<file path="config.mk">
export PLATFORM = sky130hd
export DESIGN_NAME = ascon_block_feeder
export DESIGN_NICKNAME = d
export VERILOG_FILES = /design/src/rtl/ascon_pkg.sv /design/src/rtl/ascon_block_packer.sv /design/src/rtl/ascon_block_feeder.sv
export SDC_FILE = /design/constraint.sdc
export NUM_CORES = 1
export LEC_CHECK = 0
export ABC_AREA = 1
export CAP_MARGIN = 20
export CELL_PAD_IN_SITES_DETAIL_PLACEMENT = 0
export CELL_PAD_IN_SITES_GLOBAL_PLACEMENT = 2
export CORE_UTILIZATION = 33
export CTS_CLUSTER_DIAMETER = 100
export DETAILED_ROUTE_END_ITERATION = 16
export PLACE_DENSITY_LB_ADDON = 0.1
export RECOVER_POWER = 50
export SYNTH_ARGS = -nofsm -noshare
export SYNTH_HDL_FRONTEND = slang
export SYNTH_SLANG_ARGS = --single-unit
</file>
<file path="constraint.sdc">
create_clock -name clk -period 8.8 [get_ports clk]
set_input_delay 1.76 -clock clk [delete_from_list [all_inputs] [get_ports clk]]
set_output_delay 1.76 -clock clk [all_outputs]
set_load 0.02 [all_outputs]
</file>
<file path="src/rtl/ascon_pkg.sv">
// Shared Ascon feeder definitions: mode encodings, rate constants, FSM states
// and small byte/word bookkeeping helpers.
package ascon_pkg;

  typedef enum logic [1:0] {
    MODE_AEAD128 = 2'b00,
    MODE_HASH256 = 2'b01,
    MODE_XOF128  = 2'b10,
    MODE_CXOF128 = 2'b11
  } ascon_mode_e;

  localparam int unsigned RATE_AEAD128_BYTES = 16;
  localparam int unsigned RATE_HASH_BYTES    = 8;

  typedef enum logic [1:0] {
    ST_IDLE = 2'b00,
    ST_FILL = 2'b01,
    ST_HOLD = 2'b10,
    ST_DONE = 2'b11
  } feeder_state_e;

  // Bytes carried by the block starting at pos: min(rate, len - pos).
  function automatic logic [4:0] block_bytes(input logic [31:0] len,
                                             input logic [31:0] pos,
                                             input logic [4:0]  rate);
    logic [31:0] rem;
    rem = len - pos;
    if (rem < {27'd0, rate}) begin
      block_bytes = rem[4:0];
    end else begin
      block_bytes = rate;
    end
  endfunction

  // Input words needed to deliver nbytes: ceil(nbytes / 4).
  function automatic logic [2:0] block_words(input logic [4:0] nbytes);
    block_words = 3'((nbytes + 5'd3) >> 2);
  endfunction

  // Bit offset of block byte k: bytes 0-7 in the upper lane, 8-15 in the lower.
  function automatic logic [6:0] byte_lsb(input logic [3:0] k);
    byte_lsb = {~k[3], k[2:0], 3'b000};
  endfunction

endpackage

</file>
<file path="src/rtl/ascon_block_packer.sv">
// Combinational placement of one 32-bit input word into the 128-bit block.
// Only the first nbytes_i bytes of the word are written; the rest of the
// block passes through untouched, so a cleared buffer stays zero-padded.
module ascon_block_packer
  import ascon_pkg::*;
(
  input  logic [127:0] blk_i,
  input  logic [1:0]   word_idx_i,
  input  logic [31:0]  word_i,
  input  logic [2:0]   nbytes_i,
  output logic [127:0] blk_o
);

  // Write the valid bytes of the word at their little-endian lane positions
  always_comb begin
    blk_o = blk_i;
    for (int j = 0; j < 4; j++) begin
      blk_o[byte_lsb({word_idx_i, 2'(j)}) +: 8] =
        (3'(j) < nbytes_i) ? word_i[8*j +: 8]
                           : blk_i[byte_lsb({word_idx_i, 2'(j)}) +: 8];
    end
  end

endmodule

</file>
<file path="src/rtl/ascon_block_feeder.sv">
// Ascon block feeder: gathers a byte stream of 32-bit words into rate-sized
// blocks (16 bytes for AEAD128, 8 for the hash/XOF modes) and hands each one
// downstream with a valid/ack handshake. Always emits floor(len/R)+1 blocks,
// the last one possibly empty.
// Optional build macro ASCON_FEEDER_PINGPONG_EN: adds a separate hold buffer
// so the next block fills while the current one waits for blk_ack.
module ascon_block_feeder
  import ascon_pkg::*;
#(
  parameter int unsigned RATE_AEAD = RATE_AEAD128_BYTES,
  parameter int unsigned RATE_HASH = RATE_HASH_BYTES
) (
  input  logic         clk,
  input  logic         rst_n,
  input  logic         start,
  input  logic [1:0]   sel_type,
  input  logic [31:0]  msg_len,
  input  logic [31:0]  s_data,
  input  logic         s_valid,
  output logic         s_ready,
  output logic [127:0] blk_data,
  output logic [31:0]  data_length,
  output logic [31:0]  data_position,
  output logic         blk_valid,
  output logic         blk_last,
  input  logic         blk_ack,
  output logic         busy,
  output logic         done
);

  localparam logic [4:0] RATE_A = 5'(RATE_AEAD);
  localparam logic [4:0] RATE_H = 5'(RATE_HASH);

  feeder_state_e state_q;
  logic          aead_q;
  logic [31:0]   len_q;
  logic [31:0]   pos_q;      // start offset of the presented block
  logic [31:0]   fpos_q;     // start offset of the block being filled
  logic [4:0]    bytes_q;    // bytes in the block being filled
  logic [2:0]    wcnt_q;     // words accepted into the fill buffer
  logic [127:0]  buf_q;
  logic          ffull_q;
  logic          flast_q;
  logic          s_ready_q;
  logic          blk_valid_q;
  logic          blk_last_q;
  logic          busy_q;
  logic          done_q;
`ifdef ASCON_FEEDER_PINGPONG_EN
  logic [127:0]  hold_q;
`endif

  logic [4:0]    rate_s, start_rate_s, left_s, nxt_bytes_s, st_bytes_s;
  logic [2:0]    need_s, nxt_need_s, st_need_s, word_nb_s;
  logic [31:0]   nxt_fpos_s;
  logic          nxt_last_s, st_last_s, beat_s, last_beat_s, fill_cmp_s;
  logic          xfer_s, adv_s, stop_s;
  logic [127:0]  pack_s;

  ascon_block_packer u_packer (
    .blk_i      (buf_q),
    .word_idx_i (wcnt_q[1:0]),
    .word_i     (s_data),
    .nbytes_i   (word_nb_s),
    .blk_o      (pack_s)
  );

  // Fill-side bookkeeping and next-block geometry
  always_comb begin
    rate_s       = aead_q ? RATE_A : RATE_H;
    start_rate_s = (sel_type == MODE_AEAD128) ? RATE_A : RATE_H;
    need_s       = block_words(bytes_q);
    left_s       = bytes_q - {wcnt_q, 2'b00};
    word_nb_s    = (left_s > 5'd4) ? 3'd4 : left_s[2:0];
    beat_s       = s_ready_q && s_valid;
    last_beat_s  = beat_s && ((wcnt_q + 3'd1) == need_s);
    fill_cmp_s   = ffull_q || last_beat_s;
    nxt_fpos_s   = fpos_q + {27'd0, rate_s};
    nxt_bytes_s  = block_bytes(len_q, nxt_fpos_s, rate_s);
    nxt_need_s   = block_words(nxt_bytes_s);
    nxt_last_s   = (len_q - nxt_fpos_s) < {27'd0, rate_s};
    st_bytes_s   = block_bytes(msg_len, 32'd0, start_rate_s);
    st_need_s    = block_words(st_bytes_s);
    st_last_s    = msg_len < {27'd0, start_rate_s};
  end

  // Hand-over and fill-restart decisions
  always_comb begin
`ifdef ASCON_FEEDER_PINGPONG_EN
    // The filled block moves to the hold buffer whenever the hold slot is
    // free or is being released this cycle; the filler then moves on.
    xfer_s = fill_cmp_s && ((state_q == ST_FILL) ||
                            ((state_q == ST_HOLD) && blk_ack && !blk_last_q));
    adv_s  = xfer_s && !flast_q;
    stop_s = xfer_s && flast_q;
`else
    // Single buffer: the filled buffer itself is presented, and filling of
    // the next block only restarts once the current one is acknowledged.
    xfer_s = fill_cmp_s && (state_q == ST_FILL);
    adv_s  = (state_q == ST_HOLD) && blk_ack && !blk_last_q;
    stop_s = 1'b0;
`endif
  end

  // Feeder FSM together with its fill, hold and output registers
  always_ff @(posedge clk or negedge rst_n) begin
    if (!rst_n) begin
      state_q     <= ST_IDLE;
      aead_q      <= 1'b0;
      len_q       <= 32'd0;
      pos_q       <= 32'd0;
      fpos_q      <= 32'd0;
      bytes_q     <= 5'd0;
      wcnt_q      <= 3'd0;
      buf_q       <= 128'd0;
      ffull_q     <= 1'b0;
      flast_q     <= 1'b0;
      s_ready_q   <= 1'b0;
      blk_valid_q <= 1'b0;
      blk_last_q  <= 1'b0;
      busy_q      <= 1'b0;
      done_q      <= 1'b0;
`ifdef ASCON_FEEDER_PINGPONG_EN
      hold_q      <= 128'd0;
`endif
    end else begin
      done_q <= 1'b0;
      if (beat_s) begin
        buf_q  <= pack_s;
        wcnt_q <= wcnt_q + 3'd1;
        if (last_beat_s) begin
          s_ready_q <= 1'b0;
          ffull_q   <= 1'b1;
        end
      end
      case (state_q)
        ST_IDLE: begin
          if (start) begin
            aead_q     <= (sel_type == MODE_AEAD128);
            len_q      <= msg_len;
            pos_q      <= 32'd0;
            fpos_q     <= 32'd0;
            flast_q    <= st_last_s;
            blk_last_q <= st_last_s;
            buf_q      <= 128'd0;
            wcnt_q     <= 3'd0;
            bytes_q    <= st_bytes_s;
            ffull_q    <= (st_need_s == 3'd0);
            s_ready_q  <= (st_need_s != 3'd0);
            busy_q     <= 1'b1;
            state_q    <= ST_FILL;
          end
        end
        ST_FILL: begin
          if (xfer_s) begin
            blk_valid_q <= 1'b1;
            blk_last_q  <= flast_q;
            pos_q       <= fpos_q;
            state_q     <= ST_HOLD;
          end
        end
        ST_HOLD: begin
          if (blk_ack) begin
            if (blk_last_q) begin
              blk_valid_q <= 1'b0;
              done_q      <= 1'b1;
              state_q     <= ST_DONE;
            end else begin
              pos_q <= pos_q + {27'd0, rate_s};
`ifdef ASCON_FEEDER_PINGPONG_EN
              blk_last_q <= flast_q;
              if (!xfer_s) begin
                blk_valid_q <= 1'b0;
                state_q     <= ST_FILL;
              end
`else
              blk_last_q  <= nxt_last_s;
              blk_valid_q <= 1'b0;
              state_q     <= ST_FILL;
`endif
            end
          end
        end
        ST_DONE: begin
          busy_q  <= 1'b0;
          state_q <= ST_IDLE;
        end
        default: begin
          state_q <= ST_IDLE;
        end
      endcase
`ifdef ASCON_FEEDER_PINGPONG_EN
      if (xfer_s) begin
        hold_q <= ffull_q ? buf_q : pack_s;
      end
`endif
      if (adv_s) begin
        fpos_q    <= nxt_fpos_s;
        flast_q   <= nxt_last_s;
        buf_q     <= 128'd0;
        wcnt_q    <= 3'd0;
        bytes_q   <= nxt_bytes_s;
        ffull_q   <= (nxt_need_s == 3'd0);
        s_ready_q <= (nxt_need_s != 3'd0);
      end else if (stop_s) begin
        ffull_q   <= 1'b0;
        s_ready_q <= 1'b0;
      end
    end
  end

  assign s_ready       = s_ready_q;
`ifdef ASCON_FEEDER_PINGPONG_EN
  assign blk_data      = hold_q;
`else
  assign blk_data      = buf_q;
`endif
  assign data_length   = len_q;
  assign data_position = pos_q;
  assign blk_valid     = blk_valid_q;
  assign blk_last      = blk_last_q;
  assign busy          = busy_q;
  assign done          = done_q;

endmodule
</file>
==> metrics.txt <==
synthesized area per cell 7.26 um2; Setup TNS Final 0 ps; largest family of logic cells by synthesized area simple AND/OR/NAND/NOR gates; number of flops mapped to enable cells by yosys 0; CTS tree yes; post-route setup slack 2370 ps; Post-route DRC 0; share of the synthesized area in the top cell type 0.390; Vias between 15000 and 20000; fin area 19500 um2; peak supply drop 0.187 mV; XOR/XNOR Fraction of Synth Area 0.0167; Area Overhead vs Synth 28.3%; slew margin rel. -1.17; Final #Nets around 2400; Die Y approximately 220 um; Net Count, Synth 2209; Critical Path Max Stage Delay 1490 ps; crit path DAT between 6000 and 7000 ps; FMAX 156 MHz; min Tclk post-route 6430 ps; Req. time, crit path 9300 ps; drt total wl between 50000 and 60000 um; IO Count 268; reg2reg path depth 17; CP max FO between 80 and 90; CTS sink count roughly 240; initial antenna violation count 1; WL met3 2450 um; Crit Reg-Reg Endpoint data_position[5]; clk buf depth 3; adder-cell share of the synthesized area 0.0368; Fin. Hold Viols 0; die width around 220 um; Seq/Total Area, Yosys 0.390; routability cong. 0.842; crit-path cells clkdlybuf4s50_1 > nand2_1 > clkbuf_1 > inv_1 > nor2_1 > inv_4 > buf_4 > nor2_1; yosys warns 0; Clock Latency Late Sink 600 ps; CTS Root Cell clkbuf_16; Tcrit/Tclk final 0.730; hold depth 2; commonest register cell after synthesis dfrtp_1; topmost layer with routed signal wires met4; Worst Clk Skew 27.8 ps; Final Core Density 0.430; Post-Route M1 WL roughly 24000 um; hpwl dp 40300 um; GRT Total Usage 0.235; die area about 47000 um2; largest net degree at the start of global routing 124; number of synthesized register bits 237; r2r setup slk 2720 ps; Cells after Synth 2095; Port Buffer Count 267; Crit path buffers/inverters 5; async set or reset register ratio after synthesis 1.00; hold_buf cts 0; TritonRoute pass-1 iters 7; Final ANT Viol Nets 0; hold_sp bytes_q[2]; failing checks capacitance limit, slew limit; delay-heaviest family, CP buffers and inverters; WHS Endpoint bytes_q[2]; Leakage 8.88 nW; Reg clk slew, reported paths about 60 ps; Critical Path Most Common Cell nor2_1; RSZ-0062 raised after global routing no; share of cells above drive strength 1 0.0657; Mapped Area 15200 um2; CP Launch Point start; DP Area 18500 um2; Worst setup EP type flip-flop; starting density of the core 0.335; Worst-Margin Slew between 3000 and 4000 ps; pre-CTS WS 3340 ps; number of global-route vias before repair 14776; Hold Path Class reg2reg; final setup vio count 0; complex-gate fraction of the synthesized area 0.190; Routed WL per cell 19.0 um; multiplexer share of the synthesized area 0; FP Rows 78; CTS HTree Levels 1; Num CTS Buffers 30; Synth area leader dfrtp_1; Slew Limit Fails 233; status complete, but fails checks; Fill cells 4745; gr ovfl total 0; main area contributors after synthesis dfrtp_1, nand2_1, nor2_1; first-pass GRT wire length 86400 um; startpoint class of the critical path input port; total setup buffers inserted after CTS 0; CTS resizes 0; Setup CP Type in2reg; Pwr Density 349 nW/um2; Critical-path top delay cell clkbuf_1; RR Startpoint wcnt_q[0]; Maximum Capacitance Violations 3; Vias/cell ~5; drt first-iter violations 992; Synth Area in Simple Gates 0.282; Netlist cell types between 50 and 60; met2 wire len 27800 um; core area approximately 45000 um2
synthesized netlist by cell type, drive strengths merged (3+ instances only):
cell type	count
a21o	3
a21oi	93
a22o	5
a22oi	108
a31oi	3
a32o	25
buf	13
clkbuf	80
dfrtp	237
fa	3
ha	40
inv	242
nand2	507
nand3	116
nand3b	4
nand4	27
nor2	287
nor3	25
nor4	9
o211ai	3
o21ai	161
o21bai	4
o22ai	48
o32ai	6
or2	3
xnor2	5
xor2	24
through the flow:
stage,hold WS [ps],instances,total power (W)
2_1_floorplan,459,2095,0.00418
3_3_place_gp,473,2888,0.00551
3_5_place_dp,480,2889,0.00553
4_1_cts,499,2943,0.00688
5_1_grt,523,2945,0.00739
6_report,492,2945,0.00681
area by class of cell:
class                           count  area (um2)  share of cell area
Clock buffer                       41         862              0.0442
Tap cell                          600         751              0.0384
Clock inverter                     13         199              0.0102
Inverter                          244         918              0.0470
Antenna cell                        1        2.50            0.000128
Timing Repair Buffer              288        2850               0.146
Multi-Input combinational cell   1521        8010               0.410
Sequential cell                   237        5930               0.304
metal layers:
metal  vias to the layer above  global-route usage
li1                       7454                   -
met1                      7208               0.297
met2                       394               0.418
met3                        74              0.0285
met4                         0              0.0681
met5                         -                   0
worst register-to-register path, cell delays in order (launching register included):
cell	delay (ps)
dfrtp_4	790
clkbuf_1	1830
inv_2	60
ha_1	390
inv_1	90
xor2_1	170
nor3_1	270
a21o_1	180
or2_1	120
nand2_1	50
nor2_1	200
inv_1	130
nor3_2	120
buf_4	310
inv_1	230
nor2_4	550
inv_1	290
o21ai_0	210
flip-flops by register name (all words and copies together) (netlist names), 2 cells and up:
| register | count |
|---|---|
| blk_data | 128 |
| bytes_q | 5 |
| data_length | 32 |
| data_position | 30 |
| fpos_q | 29 |
| state_q | 2 |
| wcnt_q | 3 |
placed cells by master (no fill, tap or decap), types with 7 or more instances in the layout:
cell,n
nor2_2,10
xor2_1,24
nor4_1,8
inv_1,232
nand4_1,27
clkbuf_8,7
a22oi_1,108
clkbuf_16,30
nor2_4,9
buf_4,16
nor2_1,266
dfrtp_1,236
inv_2,9
o22ai_1,48
nand2_1,474
nor3_1,24
o21ai_0,155
a32o_1,25
nand3_1,106
clkdlybuf4s50_1,203
ha_1,40
a21oi_1,92
nand2_2,29
nand3_2,9
dlygate4sd3_1,63
how the worst max path moves through the flow:
stage	end	depth (start not counted)
2_1_floorplan	s_ready	10
3_3_place_gp	blk_data[21]	8
3_5_place_dp	blk_data[76]	8
4_1_cts	bytes_q[0]	25
5_1_grt	blk_data[76]	8
6_report	blk_data[88]	8
where the power goes:
part | leakage (nW) | switching [W] | internal (W) | total [W]
Combinational | 5.14 | 0.00258 | 0.00131 | 0.00389
Clock | 0.517 | 0.000516 | 0.000801 | 0.00132
Sequential | 3.22 | 0.000287 | 0.00131 | 0.00160
cell families after synthesis:
group | Yosys count
XOR/XNOR | 29
AND/OR/NAND/NOR | 982
adder cells (fa/ha/maj) | 43
flip-flops | 237
buffers and inverters | 337
other | 2
AO/OA/AOI/OAI | 465
No activity file was read; power rests on OpenSTA's default activity.
